**src/rtl/addsub_arbiter_if.sv**
```systemverilog
// rtl/addsub_arbiter_if.sv - request/response bundle between requesters, consumer and addsub_arbiter
interface addsub_arbiter_if #(
    parameter int WIDTH = 4
);
    logic             req0_valid;
    logic             req0_ready;
    logic [WIDTH-1:0] req0_a;
    logic [WIDTH-1:0] req0_b;
    logic             req0_op;

    logic             req1_valid;
    logic             req1_ready;
    logic [WIDTH-1:0] req1_a;
    logic [WIDTH-1:0] req1_b;
    logic             req1_op;

    logic             rsp_valid;
    logic             rsp_ready;
    logic [WIDTH-1:0] rsp_sum;
    logic             rsp_ov;
    logic             rsp_id;

    // Requesters and the result consumer
    modport master (
        output req0_valid, req0_a, req0_b, req0_op,
        input  req0_ready,
        output req1_valid, req1_a, req1_b, req1_op,
        input  req1_ready,
        input  rsp_valid, rsp_sum, rsp_ov, rsp_id,
        output rsp_ready
    );

    // The arbiter itself
    modport slave (
        input  req0_valid, req0_a, req0_b, req0_op,
        output req0_ready,
        input  req1_valid, req1_a, req1_b, req1_op,
        output req1_ready,
        output rsp_valid, rsp_sum, rsp_ov, rsp_id,
        input  rsp_ready
    );
endinterface

```
**src/rtl/addsub_arbiter.sv**
```systemverilog
// rtl/addsub_arbiter.sv - round-robin shared add/sub unit; optional clamp via ADDSUB_SAT_EN
module addsub_arbiter #(
    parameter int WIDTH = 4
) (
    input  logic              clk,
    input  logic              rst,
    addsub_arbiter_if.slave   bus,
    output logic              busy
);
    typedef enum logic [1:0] {IDLE, CALC, RESP} state_t;

    state_t           state_q, state_d;
    logic             last_grant_q, last_grant_d;
    logic [WIDTH-1:0] a_q, a_d;
    logic [WIDTH-1:0] b_q, b_d;
    logic             op_q, op_d;
    logic             id_q, id_d;
    logic             rsp_valid_q, rsp_valid_d;
    logic [WIDTH-1:0] rsp_sum_q, rsp_sum_d;
    logic             rsp_ov_q, rsp_ov_d;
    logic             rsp_id_q, rsp_id_d;

    logic             grant_any;
    logic             grant_id;
    logic [WIDTH-1:0] bb;
    logic [WIDTH-1:0] sum;
    logic             c_out;
    logic             c_msb;
    logic             ov;
    logic [WIDTH-1:0] res;

    // Pick a requester: the only valid one, or the one not served last on contention
    always_comb begin
        grant_any = bus.req0_valid | bus.req1_valid;
        if (bus.req0_valid && bus.req1_valid) begin
            grant_id = ~last_grant_q;
        end else begin
            grant_id = bus.req1_valid;
        end
    end

    // Add/sub on latched operands; subtraction is A + ~B + 1
    always_comb begin
        bb             = b_q ^ {WIDTH{op_q}};
        {c_out, sum}   = {1'b0, a_q} + {1'b0, bb} + {{WIDTH{1'b0}}, op_q};
        c_msb          = sum[WIDTH-1] ^ a_q[WIDTH-1] ^ bb[WIDTH-1];
        ov             = c_msb ^ c_out;
        res            = sum;
`ifdef ADDSUB_SAT_EN
        if (ov) begin
            res = a_q[WIDTH-1] ? {1'b1, {(WIDTH-1){1'b0}}} : {1'b0, {(WIDTH-1){1'b1}}};
        end
`endif
    end

    // State and datapath registers with synchronous reset
    always_ff @(posedge clk) begin
        if (rst) begin
            state_q      <= IDLE;
            last_grant_q <= 1'b1;
            a_q          <= '0;
            b_q          <= '0;
            op_q         <= 1'b0;
            id_q         <= 1'b0;
            rsp_valid_q  <= 1'b0;
            rsp_sum_q    <= '0;
            rsp_ov_q     <= 1'b0;
            rsp_id_q     <= 1'b0;
        end else begin
            state_q      <= state_d;
            last_grant_q <= last_grant_d;
            a_q          <= a_d;
            b_q          <= b_d;
            op_q         <= op_d;
            id_q         <= id_d;
            rsp_valid_q  <= rsp_valid_d;
            rsp_sum_q    <= rsp_sum_d;
            rsp_ov_q     <= rsp_ov_d;
            rsp_id_q     <= rsp_id_d;
        end
    end

    // Next state: latch on grant, register result in CALC, release on response handshake
    always_comb begin
        state_d      = state_q;
        last_grant_d = last_grant_q;
        a_d          = a_q;
        b_d          = b_q;
        op_d         = op_q;
        id_d         = id_q;
        rsp_valid_d  = rsp_valid_q;
        rsp_sum_d    = rsp_sum_q;
        rsp_ov_d     = rsp_ov_q;
        rsp_id_d     = rsp_id_q;
        case (state_q)
            IDLE: begin
                if (grant_any) begin
                    state_d      = CALC;
                    last_grant_d = grant_id;
                    id_d         = grant_id;
                    a_d          = grant_id ? bus.req1_a  : bus.req0_a;
                    b_d          = grant_id ? bus.req1_b  : bus.req0_b;
                    op_d         = grant_id ? bus.req1_op : bus.req0_op;
                end
            end
            CALC: begin
                state_d     = RESP;
                rsp_valid_d = 1'b1;
                rsp_sum_d   = res;
                rsp_ov_d    = ov;
                rsp_id_d    = id_q;
            end
            RESP: begin
                if (bus.rsp_ready) begin
                    rsp_valid_d = 1'b0;
                    state_d     = IDLE;
                end
            end
            default: state_d = IDLE;
        endcase
    end

    // Outputs: ready only for the granted requester while idle, response from registers
    always_comb begin
        bus.req0_ready = (state_q == IDLE) && grant_any && !grant_id;
        bus.req1_ready = (state_q == IDLE) && grant_any && grant_id;
        bus.rsp_valid  = rsp_valid_q;
        bus.rsp_sum    = rsp_sum_q;
        bus.rsp_ov     = rsp_ov_q;
        bus.rsp_id     = rsp_id_q;
        busy           = (state_q != IDLE);
    end
endmodule
```
**src/flat_wrapper.sv**
```systemverilog
// flat-port wrapper written by rule: the top's interface ports become plain ports
module addsub_arbiter_flat 
#(
    parameter int WIDTH = 4
)
  (clk, rst, busy, bus_req0_valid, bus_req0_a, bus_req0_b, bus_req0_op, bus_req0_ready, bus_req1_valid, bus_req1_a, bus_req1_b, bus_req1_op, bus_req1_ready, bus_rsp_valid, bus_rsp_sum, bus_rsp_ov, bus_rsp_id, bus_rsp_ready);
  addsub_arbiter_if #(.WIDTH(WIDTH)) bus_i ();
  input  logic clk;
  input  logic rst;
  output logic busy;
  input wire logic [$bits(bus_i.req0_valid)-1:0] bus_req0_valid;
  input wire logic [$bits(bus_i.req0_a)-1:0] bus_req0_a;
  input wire logic [$bits(bus_i.req0_b)-1:0] bus_req0_b;
  input wire logic [$bits(bus_i.req0_op)-1:0] bus_req0_op;
  output wire logic [$bits(bus_i.req0_ready)-1:0] bus_req0_ready;
  input wire logic [$bits(bus_i.req1_valid)-1:0] bus_req1_valid;
  input wire logic [$bits(bus_i.req1_a)-1:0] bus_req1_a;
  input wire logic [$bits(bus_i.req1_b)-1:0] bus_req1_b;
  input wire logic [$bits(bus_i.req1_op)-1:0] bus_req1_op;
  output wire logic [$bits(bus_i.req1_ready)-1:0] bus_req1_ready;
  output wire logic [$bits(bus_i.rsp_valid)-1:0] bus_rsp_valid;
  output wire logic [$bits(bus_i.rsp_sum)-1:0] bus_rsp_sum;
  output wire logic [$bits(bus_i.rsp_ov)-1:0] bus_rsp_ov;
  output wire logic [$bits(bus_i.rsp_id)-1:0] bus_rsp_id;
  input wire logic [$bits(bus_i.rsp_ready)-1:0] bus_rsp_ready;
  assign bus_i.req0_valid = bus_req0_valid;
  assign bus_i.req0_a = bus_req0_a;
  assign bus_i.req0_b = bus_req0_b;
  assign bus_i.req0_op = bus_req0_op;
  assign bus_req0_ready = bus_i.req0_ready;
  assign bus_i.req1_valid = bus_req1_valid;
  assign bus_i.req1_a = bus_req1_a;
  assign bus_i.req1_b = bus_req1_b;
  assign bus_i.req1_op = bus_req1_op;
  assign bus_req1_ready = bus_i.req1_ready;
  assign bus_rsp_valid = bus_i.rsp_valid;
  assign bus_rsp_sum = bus_i.rsp_sum;
  assign bus_rsp_ov = bus_i.rsp_ov;
  assign bus_rsp_id = bus_i.rsp_id;
  assign bus_i.rsp_ready = bus_rsp_ready;
  addsub_arbiter #(.WIDTH(WIDTH)) u_core (.clk(clk), .rst(rst), .bus(bus_i), .busy(busy));
endmodule
```
**config.mk**
```make
export PLATFORM = sky130hd
export DESIGN_NAME = addsub_arbiter_flat
export DESIGN_NICKNAME = d
export VERILOG_FILES = /design/src/rtl/addsub_arbiter_if.sv /design/src/rtl/addsub_arbiter.sv /design/src/flat_wrapper.sv
export SDC_FILE = /design/constraint.sdc
export NUM_CORES = 1
export LEC_CHECK = 0
export BUFFER_PORTS_ARGS = -buffer_cell sky130_fd_sc_hd__buf_4
export CAP_MARGIN = 20
export CORE_MARGIN = 2
export CORE_UTILIZATION = 37
export DETAILED_ROUTE_END_ITERATION = 8
export SYNTH_ARGS = -nofsm -noshare
export SYNTH_HDL_FRONTEND = slang
export SYNTH_SLANG_ARGS = --single-unit
```
**constraint.sdc**
```tcl
create_clock -name clk -period 2.03 [get_ports clk]
set_input_delay 0.1015 -clock clk [delete_from_list [all_inputs] [get_ports clk]]
set_output_delay 0.1015 -clock clk [all_outputs]
set_load 0.05 [all_outputs]
```
Yosys cells after proc, flatten, opt, wreduce, memory -nomap -nowiden. Index checks and enable logic that the tools add are counted.

Add/sub/neg operators: 2. Equal/unequal tests: 4. Bitwise gates (word level): 6. Reduce and logical (&&, ||, !) cells: 11. Multiplexer cells: 9.

Operators by type and width (number): 4-bit 2-to-1 mux (2); 2-bit case mux with 3 select lines (1); 2-bit AND reduction (3); 4-bit by 4-bit adder with 5-bit output (1); 5-bit by 1-bit adder with 5-bit output (1); 1-bit logical AND (4); 2-bit 2-to-1 mux (2); 2-bit nonzero test (2); 4-bit bitwise XOR (1); 1-bit 2-to-1 mux (3); 1-bit bitwise XOR (3); 2-bit by 1-bit equality test with 1-bit output (second input constant) (1); 2-bit equality test (second input constant) (1); 2-bit zero test (1); 2-bit by 1-bit != test with 1-bit output (second input constant) (1); 2-bit != test (second input constant) (1); 1-bit case mux with 2 select lines (1); 1-bit zero test (1); 1-bit inverter (1); 1-bit bitwise OR (1).

Output and inout bits: 10. Input port bits: 23. Word-level logic and storage cells: 42. Flip-flop bits (word level): 20.

Longest topological paths before layout. Gate-level depths: netlist of the first run.

Depth after elaboration: 6. Gate-level depth with buffers: 8. Gate-level depth less buffers: 8.

Least setup slack after synthesis of the first run. Ideal clock, no wire load.

Path kind: register to register. Start: reg u_core.state_q[0]. End: reg u_core.a_q[0]. Period minus slack after synthesis: 2120 ps. Cell stages (with the launch flop): 6. Arrival time: 2051 ps. Slack: -90 ps. Buffers on the path: 0. Required time: 1961 ps. Library setup time: 69 ps. Cells stage by stage: dfxtp_1 > nor2_1 > inv_1 > nor2_1 > a222oi_1 > nor2_1.

Cells in the longest elaborated chain, start to end: 2.

RTL lines: start: declaration (RTL line addsub_arbiter.sv:12) `state_t state_q, state_d;`; start signal: assignment (RTL line addsub_arbiter.sv:70) `state_q <= state_d;`; 2-bit zero test (RTL line addsub_arbiter.sv:95) `case (state_q)`; 2-bit AND reduction (no line); end signal: assignment (RTL line addsub_arbiter.sv:61) `a_q <= '0;`; end signal: assignment (RTL line addsub_arbiter.sv:72) `a_q <= a_d;`; end: declaration (RTL line addsub_arbiter.sv:14) `logic [WIDTH-1:0] a_q, a_d;`.

Every way passes these cells. A chain may end at the register's enable or synchronous reset.

Worst setup path after layout of the first run.
Start: reg u_core.op_q. End: reg u_core.rsp_ov_q (netlist: u_core.bus.rsp_ov).

Cells in the longest elaborated chain, start to end: 6.

RTL lines: start: declaration (RTL line addsub_arbiter.sv:16) `logic op_q, op_d;`; start signal: assignment (RTL line addsub_arbiter.sv:74) `op_q <= op_d;`; 4-bit bitwise XOR (RTL line addsub_arbiter.sv:44) `bb = b_q ^ {WIDTH{op_q}};`; 4-bit by 4-bit adder with 5-bit output (RTL line addsub_arbiter.sv:45) `{c_out, sum} = {1'b0, a_q} + {1'b0, bb} + {{WIDTH{1'b0}}, op_q};`; 5-bit by 1-bit adder with 5-bit output (RTL line addsub_arbiter.sv:45); 1-bit bitwise XOR (2 in series) (RTL line addsub_arbiter.sv:46) `c_msb = sum[WIDTH-1] ^ a_q[WIDTH-1] ^ bb[WIDTH-1];`; 1-bit bitwise XOR * (RTL line addsub_arbiter.sv:47) `ov = c_msb ^ c_out;`; end signal: assignment (RTL line addsub_arbiter.sv:78) `rsp_ov_q <= rsp_ov_d;`; end: declaration (RTL line addsub_arbiter.sv:20) `logic rsp_ov_q, rsp_ov_d;`.

Every way passes the cells marked *; elsewhere a longest branch is shown, timed or not.

==> impl_metrics.json, run 1 <==
{
  "antenna_found_initial": 0,
  "areaGrowthSynthToFinish_pct": 40.03,
  "setup_viol": 0,
  "rows": 18,
  "antenna_left": 0,
  "power.density_nw_per_um2": 838.2,
  "synth.lib_cells_used.distinct": 23,
  "finalCriticalPeriod_ns": 1.949,
  "r2r_cells": 8,
  "cts_sinks": 20,
  "io_buffers": 32,
  "synth.net_count": 125,
  "cp-start-kind": "flip-flop",
  "fin_util": 0.5358,
  "dpl_worst_slack_ns": 0.001297,
  "ys_seq_area_frac": 0.4342,
  "worstPathRequired_ns": 2.25,
  "clk_pin_slew_ns": 0.11,
  "period_share": 0.9603,
  "die_area_um2": 2907,
  "worst_pin_slew_ns": 0.4365,
  "post-route-drc-count": 0,
  "die_h_um": 53.92,
  "numCtsBuffers": 3,
  "cellLeakagePower_nw": 0.6115,
  "worst-setup-path-type": "flip-flop to flip-flop",
  "drtIter0Drc": 32,
  "vdd_drop_max_mv": 0.4203,
  "grt_pass1_vias": 757,
  "p_total_mw": 1.082,
  "initial_core_util": 0.3827,
  "slew_headroom": 0.7090,
  "cp_max_fo": 4,
  "cts_buffer_depth": 2,
  "final-hold-violation-count": 0,
  "tritoncts": "yes",
  "hold_end": "u_core.b_q[1]$_SDFFE_PP0P_",
  "grt_usage": 0.1546,
  "fmax_ghz": 0.5130,
  "n_antenna_cell": 0,
  "synth_area_per_cell_um2": 9.507,
  "regToRegStartpoint": "u_core.op_q$_SDFFE_PP0P_",
  "synth_warnings": 0,
  "clockRootBuffer": "clkbuf_4",
  "ios": 33,
  "ys_ff_latch": 20,
  "routabilityCongestion": 0.6879,
  "core-area_um2": 2410,
  "viasPerCell": 5.134,
  "final_nets": 163,
  "arrival_ns": 2.17,
  "skew_ns": 0.002801,
  "r2r_setup_slack_ns": 0.08,
  "ctsHoldBuffers": 0,
  "min_from": "bus_req1_b[1]",
  "rr_endpoint": "u_core.bus.rsp_ov$_SDFFE_PP0P_",
  "timing.final.max_slew_violations": 0,
  "holdWs_ns": 0.06166,
  "die_w_um": 53.92,
  "grt_pass1_wl_um": 3256,
  "syn-instance-count": 97,
  "drv_cap": 0,
  "htreeDepth": 1,
  "dp_hpwl_um": 1485,
  "synth_area_um2": 922.1,
  "routed_wl_um": 2037,
  "cp-end-kind": "flip-flop",
  "drtPass1Iterations": 4,
  "status": "completed",
  "drive_above_1_share": 0.3731,
  "clock_latency_ns": 0.29,
  "wl_per_cell_um": 12.42,
  "gr-total-overflow": 0,
  "hold_depth": 3,
  "setup-tns-final_ns": 0,
  "hold_path_class": "input pin to flip-flop",
  "via_count": 842,
  "worst_slack_ns": 0.08064,
  "grt_max_degree": 21
}
-- sequential cells by signal (all words and copies together) (netlist names) --
signal,count
u_core.id_q,1
u_core.op_q,1
u_core.bus.rsp_valid,1
u_core.bus.rsp_ov,1
u_core.a_q,4
u_core.bus.rsp_sum,4
u_core.bus.rsp_id,1
u_core.b_q,4
u_core.last_grant_q,1
u_core.state_q,2
-- worst max-delay path: stages, from the launching register on --
cell and delay (ns):
dfxtp_4 0.38, buf_4 0.14, xor2_2 0.14, ha_1 0.31, a21oi_1 0.12, o21ai_1 0.08, xor2_1 0.23, xnor3_1 0.26
a211oi_2 0.21
-- cells by family (layout without fill, tap and decap cells) --
logic type / count (synthesis) / in the layout / share of synthesized area
mux: 4 / 4 / 0.04342
xor+xnor: 8 / 8 / 0.09091
simple gates: 29 / 29 / 0.1316
buf+inv: 10 / 47 / 0.04071
fa+ha+maj: 5 / 5 / 0.07599
flops: 20 / 20 / 0.4342
compound gates: 21 / 21 / 0.1832
-- layer usage --
| layer | global-route usage | share of wire | up-vias |
|---|---|---|---|
| met5 | 0 | 0 | - |
| met4 | 0.05128 | 0.0074 | 0 |
| li1 | - | - | 417 |
| met2 | 0.2520 | 0.48 | 25 |
| met3 | 0.02500 | 0.054 | 2 |
| met1 | 0.2069 | 0.46 | 398 |
-- cell usage in the layout, fill, tap and decap left out, drive strengths merged --
master / synthesis / layout
a211oi: 3 / 3
clkbuf: 5 / 4
xnor2: 3 / 3
xor2: 4 / 4
fa: 1 / 1
nor3: 1 / 1
buf: 0 / 38
nor3b: 1 / 1
nor2: 21 / 21
xnor3: 1 / 1
o21ai: 3 / 3
nand2: 3 / 3
a21o: 1 / 1
a222oi: 9 / 9
a211o: 1 / 1
ha: 4 / 4
and3: 1 / 1
dfxtp: 20 / 20
a21oi: 4 / 4
mux2i: 4 / 4
inv: 5 / 5
nor2b: 2 / 2
-- layout make-up --
cell class	instances	area (um2)
Clock buffer	4	36.28
Inverter	5	18.77
Sequential cell	20	405.4
Tap cell	30	37.54
Timing Repair Buffer	38	285.3
Multi-Input combinational cell	67	508.0
Fill cell	238	1119
-- metrics by stage --
step | cells | area [um2]
floorplan | 97 | 924.6
global placement | 158 | 1214
detailed placement | 158 | 1214
CTS | 162 | 1259
global route | 164 | 1291
finish | 164 | 1291
-- synthesized netlist by cell type, drive strengths merged --
library cell | number | area share
nor2 | 21 | 0.085
dfxtp | 20 | 0.43
a222oi | 9 | 0.098
clkbuf | 5 | 0.020
inv | 5 | 0.020
a21oi | 4 | 0.022
ha | 4 | 0.054
mux2i | 4 | 0.043
xor2 | 4 | 0.038
a211oi | 3 | 0.030
nand2 | 3 | 0.012
o21ai | 3 | 0.016
xnor2 | 3 | 0.028
nor2b | 2 | 0.014
a211o | 1 | 0.0095
a21o | 1 | 0.0081
and3 | 1 | 0.0068
fa | 1 | 0.022
nor3 | 1 | 0.0054
nor3b | 1 | 0.0081
xnor3 | 1 | 0.024
-- worst max path at each step --
stage                                    start                             end  slack, ns  depth (start not counted)
finish                u_core.op_q$_SDFFE_PP0P_  u_core.bus.rsp_ov$_SDFFE_PP0P_       0.08                          8
global route        u_core.b_q[0]$_SDFFE_PP0P_  u_core.bus.rsp_ov$_SDFFE_PP0P_      -0.02                          7
CTS                   u_core.op_q$_SDFFE_PP0P_  u_core.bus.rsp_ov$_SDFFE_PP0P_       0.01                          7
detailed placement    u_core.op_q$_SDFFE_PP0P_  u_core.bus.rsp_ov$_SDFFE_PP0P_      0.001                          8
global placement      u_core.op_q$_SDFFE_PP0P_  u_core.bus.rsp_ov$_SDFFE_PP0P_       0.09                          8
floorplan             u_core.op_q$_SDFFE_PP0P_  u_core.bus.rsp_ov$_SDFFE_PP0P_       0.12                          7
-- power by group --
| group | leakage (nW) | switching (mW) | internal (mW) |
|---|---|---|---|
| logic | 0.425 | 0.211 | 0.180 |
| clock network | 0.0210 | 0.118 | 0.109 |
| registers | 0.166 | 0.0320 | 0.433 |
-- timing repair --
action	4_1_cts	5_1_grt
pin swaps	0	3
gates resized for setup	2	5
endpoints found under the setup margin	1	1
buffers inserted	0	2
No activity file was read; power rests on OpenSTA's default activity.
==> inputs of run 2 (changes only) <==
- MAX_ROUTING_LAYER: unset -> met4
==> run 2 against run 1 <==
Net effect: clock-buffer cell count is the same; worst hold slack is essentially flat; combinational power is essentially flat; design area is the same; sequential power is essentially flat; non-clock buffer count is the same; clock skew is essentially flat; final cell count is the same; flip-flop and latch count is the same; die area is the same; critical path type unchanged; largest power group unchanged.
==> impl_metrics.json, run 2 (synthesis gave the netlist of run 1 again) <==
{
  "rows": 18,
  "antenna_left": 0,
  "drv_cap": 0,
  "cpPeakStageDelay_ns": 0.38,
  "drive_above_1_share": 0.3731,
  "final-hold-violation-count": 0,
  "dpl_worst_slack_ns": 0.001297,
  "r2r_setup_slack_ns": 0.08,
  "p_sw_frac": 0.3328,
  "dp_hpwl_um": 1485,
  "slowest_stage": "dfxtp_4",
  "ios": 33,
  "power.density_nw_per_um2": 838.2,
  "setup_viol": 0,
  "via_count": 842,
  "routed_wl_um": 2037,
  "drtPass1Iterations": 4,
  "grt_busiest_layer": "met2",
  "cp-end-kind": "flip-flop",
  "drtIter0Drc": 32,
  "antenna_found_initial": 0,
  "hold_end": "u_core.b_q[1]$_SDFFE_PP0P_",
  "path_buf_inv": 1,
  "switchingPower_mw": 0.3601,
  "n_fill_cell": 238,
  "wl_per_cell_um": 12.42,
  "tritoncts": "yes",
  "status": "completed",
  "cp-start-kind": "flip-flop",
  "cp.depth": 8,
  "grt_max_degree": 21,
  "worstPathRequired_ns": 2.25,
  "grt_use_met1": 0.2069,
  "n_antenna_cell": 0,
  "min_from": "bus_req1_b[1]",
  "cellLeakagePower_nw": 0.6115,
  "initial_core_util": 0.3827,
  "layout_common_cells": "buf_4, nor2_1, dfxtp_1, a222oi_1, inv_1",
  "numCtsBuffers": 3,
  "post-route-drc-count": 0,
  "timing.final.max_slew_violations": 0,
  "arrival_ns": 2.17,
  "rr_endpoint": "u_core.bus.rsp_ov$_SDFFE_PP0P_",
  "viasPerCell": 5.134,
  "hold_path_class": "input pin to flip-flop",
  "worst_slack_ns": 0.08087,
  "finalCriticalPeriod_ns": 1.949,
  "areaGrowthSynthToFinish_pct": 40.03,
  "clk_pin_slew_ns": 0.11,
  "slew_headroom": 0.7090,
  "cts_sinks": 20,
  "clockPowerShare": 0.209,
  "path_delay_family": "XOR/XNOR gates",
  "mostFrequentLayoutCell": "buf_4",
  "fmax_ghz": 0.5131,
  "met2_usage": 0.2520,
  "grt_pass1_vias": 756,
  "p_total_mw": 1.082,
  "die_w_um": 53.92,
  "clockRootBuffer": "clkbuf_4",
  "routabilityCongestion": 0.6951,
  "intPower_mw": 0.7221,
  "vdd_drop_max_mv": 0.4203,
  "cp_max_fo": 4,
  "r2r_cells": 8,
  "grt_usage": 0.1591,
  "gr-total-overflow": 0,
  "seqPwrFrac": 0.429,
  "use_met3": 0.02500,
  "period_share": 0.9602,
  "power_frac_comb": 0.361,
  "clock_latency_ns": 0.29,
  "final_nets": 163,
  "worst-setup-path-type": "flip-flop to flip-flop",
  "grt_pass1_wl_um": 3263,
  "core-area_um2": 2410,
  "worst_pin_slew_ns": 0.4365,
  "crit_chain": "buf_4 -> xor2_2 -> ha_1 -> a21oi_1 -> o21ai_1 -> xor2_1 -> xnor3_1 -> a211oi_2",
  "ctsHoldBuffers": 0,
  "skew_ns": 0.002776,
  "die_h_um": 53.92,
  "die_area_um2": 2907,
  "htreeDepth": 1,
  "hold_depth": 3,
  "regToRegStartpoint": "u_core.op_q$_SDFFE_PP0P_",
  "cts_buffer_depth": 2,
  "io_buffers": 32
}
## run 2: cell counts in the layout (fill, tap and decap cells not counted)
Identical to the previous run, type by type.
## run 2: worst max path at each step
stage / end / slack [ns] / start
finish: u_core.bus.rsp_ov$_SDFFE_PP0P_ / 0.08 / u_core.op_q$_SDFFE_PP0P_
floorplan: u_core.bus.rsp_ov$_SDFFE_PP0P_ / 0.12 / u_core.op_q$_SDFFE_PP0P_
global route: u_core.bus.rsp_ov$_SDFFE_PP0P_ / -0.02 / u_core.b_q[0]$_SDFFE_PP0P_
CTS: u_core.bus.rsp_ov$_SDFFE_PP0P_ / 0.01 / u_core.op_q$_SDFFE_PP0P_
global placement: u_core.bus.rsp_ov$_SDFFE_PP0P_ / 0.09 / u_core.op_q$_SDFFE_PP0P_
detailed placement: u_core.bus.rsp_ov$_SDFFE_PP0P_ / 0.001 / u_core.op_q$_SDFFE_PP0P_
## run 2: per-layer routing
metal / up-vias / wire length (um)
met5: - / 0
met1: 398 / 928
met4: 0 / 15
met3: 2 / 111
li1: 417 / -
met2: 25 / 981
## run 2: what timing repair did
item                       CTS  global route
pin swaps                    0             3
gates cloned                 0             0
buffers inserted             0             2
gates resized for setup      2             5
setup endpoints to repair    1             1
## run 2: area by class of cell
type,count,area (um2),share of cell area
Clock buffer,4,36.28,0.02810
Inverter,5,18.77,0.01453
Multi-Input combinational cell,67,508.0,0.3934
Sequential cell,20,405.4,0.3140
Tap cell,30,37.54,0.02907
Timing Repair Buffer,38,285.3,0.2209
## run 2: stage by stage
step	hold slack, ns	setup TNS (ns)	utilization	instances	instance area (um2)
2_1_floorplan	0.2709	0	-	97	924.6
3_3_place_gp	0.3566	0	0.5036	158	1214
3_5_place_dp	0.3683	0	0.5036	158	1214
4_1_cts	0.05501	0	0.5223	162	1259
5_1_grt	0.05768	-0.01533	0.5358	164	1291
6_report	0.06166	0	0.5358	164	1291
## run 2: tightest hold or removal path, delay by kind of cell
family,cells,cell delay [ns]
AND/OR/NAND/NOR,1,0.08
AO/OA/AOI/OAI,1,0.07
buffers and inverters,1,0.08
## run 2: power groups by stage
stage	Sequential (mW)	Combinational (mW)	Clock, mW
floorplan	0.515	0.216	0
global placement	0.469	0.368	0
detailed placement	0.470	0.376	0
CTS	0.463	0.379	0.234
global route	0.470	0.425	0.249
finish	0.465	0.391	0.227
==> inputs of run 3 (changes only) <==
- CORE_ASPECT_RATIO: unset -> 1.1
==> run 3 against run 2 <==
Net effect: final cell count shrank 1.8%; total power shrank 1.2%; clock skew grew 0.0028 ns; via count shrank 0.24%; design area shrank 0.78%; critical path depth is the same; sequential power is essentially flat; wire length shrank 2.5%; flip-flop and latch count is the same; non-clock buffer count shrank 3; critical path type unchanged; largest cell class unchanged; largest power group unchanged.
==> impl_metrics.json, run 3 (synthesis gave the netlist of run 1 again) <==
{
  "instances_no_fill": 161,
  "dp_hpwl_um": 1491,
  "worst-setup-path-type": "flip-flop to flip-flop",
  "cp-start-kind": "flip-flop",
  "worst_pin_slew_ns": 0.4451,
  "routabilityCongestion": 0.7049,
  "numCtsBuffers": 3,
  "grt_usage": 0.1486,
  "rsz0062_at_grt": "false",
  "cpPeakStageDelay_ns": 0.41,
  "cts_buffer_depth": 2,
  "power.density_nw_per_um2": 834.3,
  "die_h_um": 56.36,
  "tritoncts": "yes",
  "drive_above_1_share": 0.3664,
  "final_nets": 160,
  "final-hold-violation-count": 0,
  "postCtsSetupBuffers": 0,
  "antenna_found_initial": 0,
  "initial_core_util": 0.4014,
  "worst_slack_ns": 0.1252,
  "status": "completed",
  "drv_cap": 0,
  "dpl_worst_slack_ns": -0.001964,
  "crit_top_cell": "inv_1",
  "crit_start": "u_core.op_q$_SDFFE_PP0P_",
  "crit_chain": "xor2_2 -> inv_1 -> fa_2 -> inv_1 -> a21o_1 -> a21oi_1 -> xnor3_1 -> a211oi_2",
  "skew_ns": 0.005617,
  "ctsHoldBuffers": 0,
  "rows": 18,
  "die_area_um2": 2908,
  "clockRootBuffer": "clkbuf_4",
  "arrival_ns": 2.13,
  "cellLeakagePower_nw": 0.5975,
  "cts_sinks": 20,
  "min_from": "bus_req1_a[0]",
  "post-route-drc-count": 0,
  "p_total_mw": 1.069,
  "die_w_um": 51.60,
  "wl_per_cell_um": 12.34,
  "grt_pass1_vias": 785,
  "areaGrowthSynthToFinish_pct": 38.94,
  "cp_max_fo": 4,
  "layout_common_cells": "buf_4, nor2_1, dfxtp_1, a222oi_1, inv_1",
  "io_buffers": 32,
  "slowest_stage": "dfxtp_4",
  "regToRegStartpoint": "u_core.op_q$_SDFFE_PP0P_",
  "clk_pin_slew_ns": 0.11,
  "antenna_left": 0,
  "grt_max_degree": 21,
  "dp_cells": 157,
  "htreeDepth": 1,
  "viasPerCell": 5.217,
  "finalInstanceArea_um2": 1281,
  "setup_viol": 0,
  "ios": 33,
  "finalCriticalPeriod_ns": 1.905,
  "routed_wl_um": 1987,
  "drtPass1Iterations": 7,
  "core-area_um2": 2297,
  "via_count": 840,
  "fmax_ghz": 0.5250,
  "timing.final.max_slew_violations": 0,
  "slew_headroom": 0.7032,
  "grt_pass1_wl_um": 3284,
  "cp-end-kind": "flip-flop",
  "fin_util": 0.5577,
  "mostFrequentLayoutCell": "buf_4",
  "vdd_drop_max_mv": 0.4541,
  "gr-total-overflow": 0,
  "drtIter0Drc": 44,
  "placed_area_um2": 1206,
  "n_antenna_cell": 0,
  "period_share": 0.9383,
  "worstPathRequired_ns": 2.26,
  "hold_path_class": "input pin to flip-flop",
  "clock_latency_ns": 0.29
}
[run 3: changes by cell type in the layout (fill, tap and decap cells not counted), sizes merged]
cell,delta
buf,-3
[run 3: critical path, delay by kind of cell, from the launching register on]
family                     cells  cell delay (ns)
xor gates and xnor gates       2             0.51
buffers and inverters          2             0.14
AOI/OAI and AO/OA              3             0.40
DFF                            1             0.41
adders and majority gates      1             0.37
[run 3: power breakdown]
group	internal, mW	total (mW)	leakage, nW	switching, mW
Combinational	0.169	0.376	0.410	0.207
Clock	0.109	0.226	0.0210	0.117
Sequential	0.433	0.467	0.166	0.0343
[run 3: worst paths after layout]
kind	endpoint	slack (ns)	cells past startpoint
worst min register to register	u_core.last_grant_q$_SDFFE_PP1P_	0.49	1
worst max register to register	u_core.bus.rsp_ov$_SDFFE_PP0P_	0.13	8
worst min-delay path	u_core.a_q[0]$_SDFFE_PP0P_	0.06	3
worst max-delay path	u_core.bus.rsp_ov$_SDFFE_PP0P_	0.13	8
[run 3: layout make-up]
cell class              instances  area (um2)
flip-flops and latches         20       409.1
repair buffers                 35       262.8
well taps                      30       37.54
clock buffers                   4       36.28
fillers                       222        1016
multi-input cells              67       516.7
inverters                       5       18.77
[run 3: stage by stage]
stage | hold WS [ns] | TNS (ns)
3_3_place_gp | 0.3569 | 0
4_1_cts | 0.04932 | 0
2_1_floorplan | 0.2709 | 0
3_5_place_dp | 0.3672 | -0.001964
5_1_grt | 0.06116 | 0
6_report | 0.06091 | 0
[run 3: timing repair]
item | in CTS | in global routing
pin swaps | 0 | 2
gates resized for setup | 1 | 9
hold endpoints to repair | 0 | 0
endpoints found under the setup margin | 1 | 1
[run 3: metal layers]
layer	global-route usage	vias up	share of wire
li1	-	416	-
met1	0.1827	393	0.45
met2	0.2418	29	0.48
met3	0.03191	2	0.066
met4	0.04511	0	0.0075
met5	-	-	0
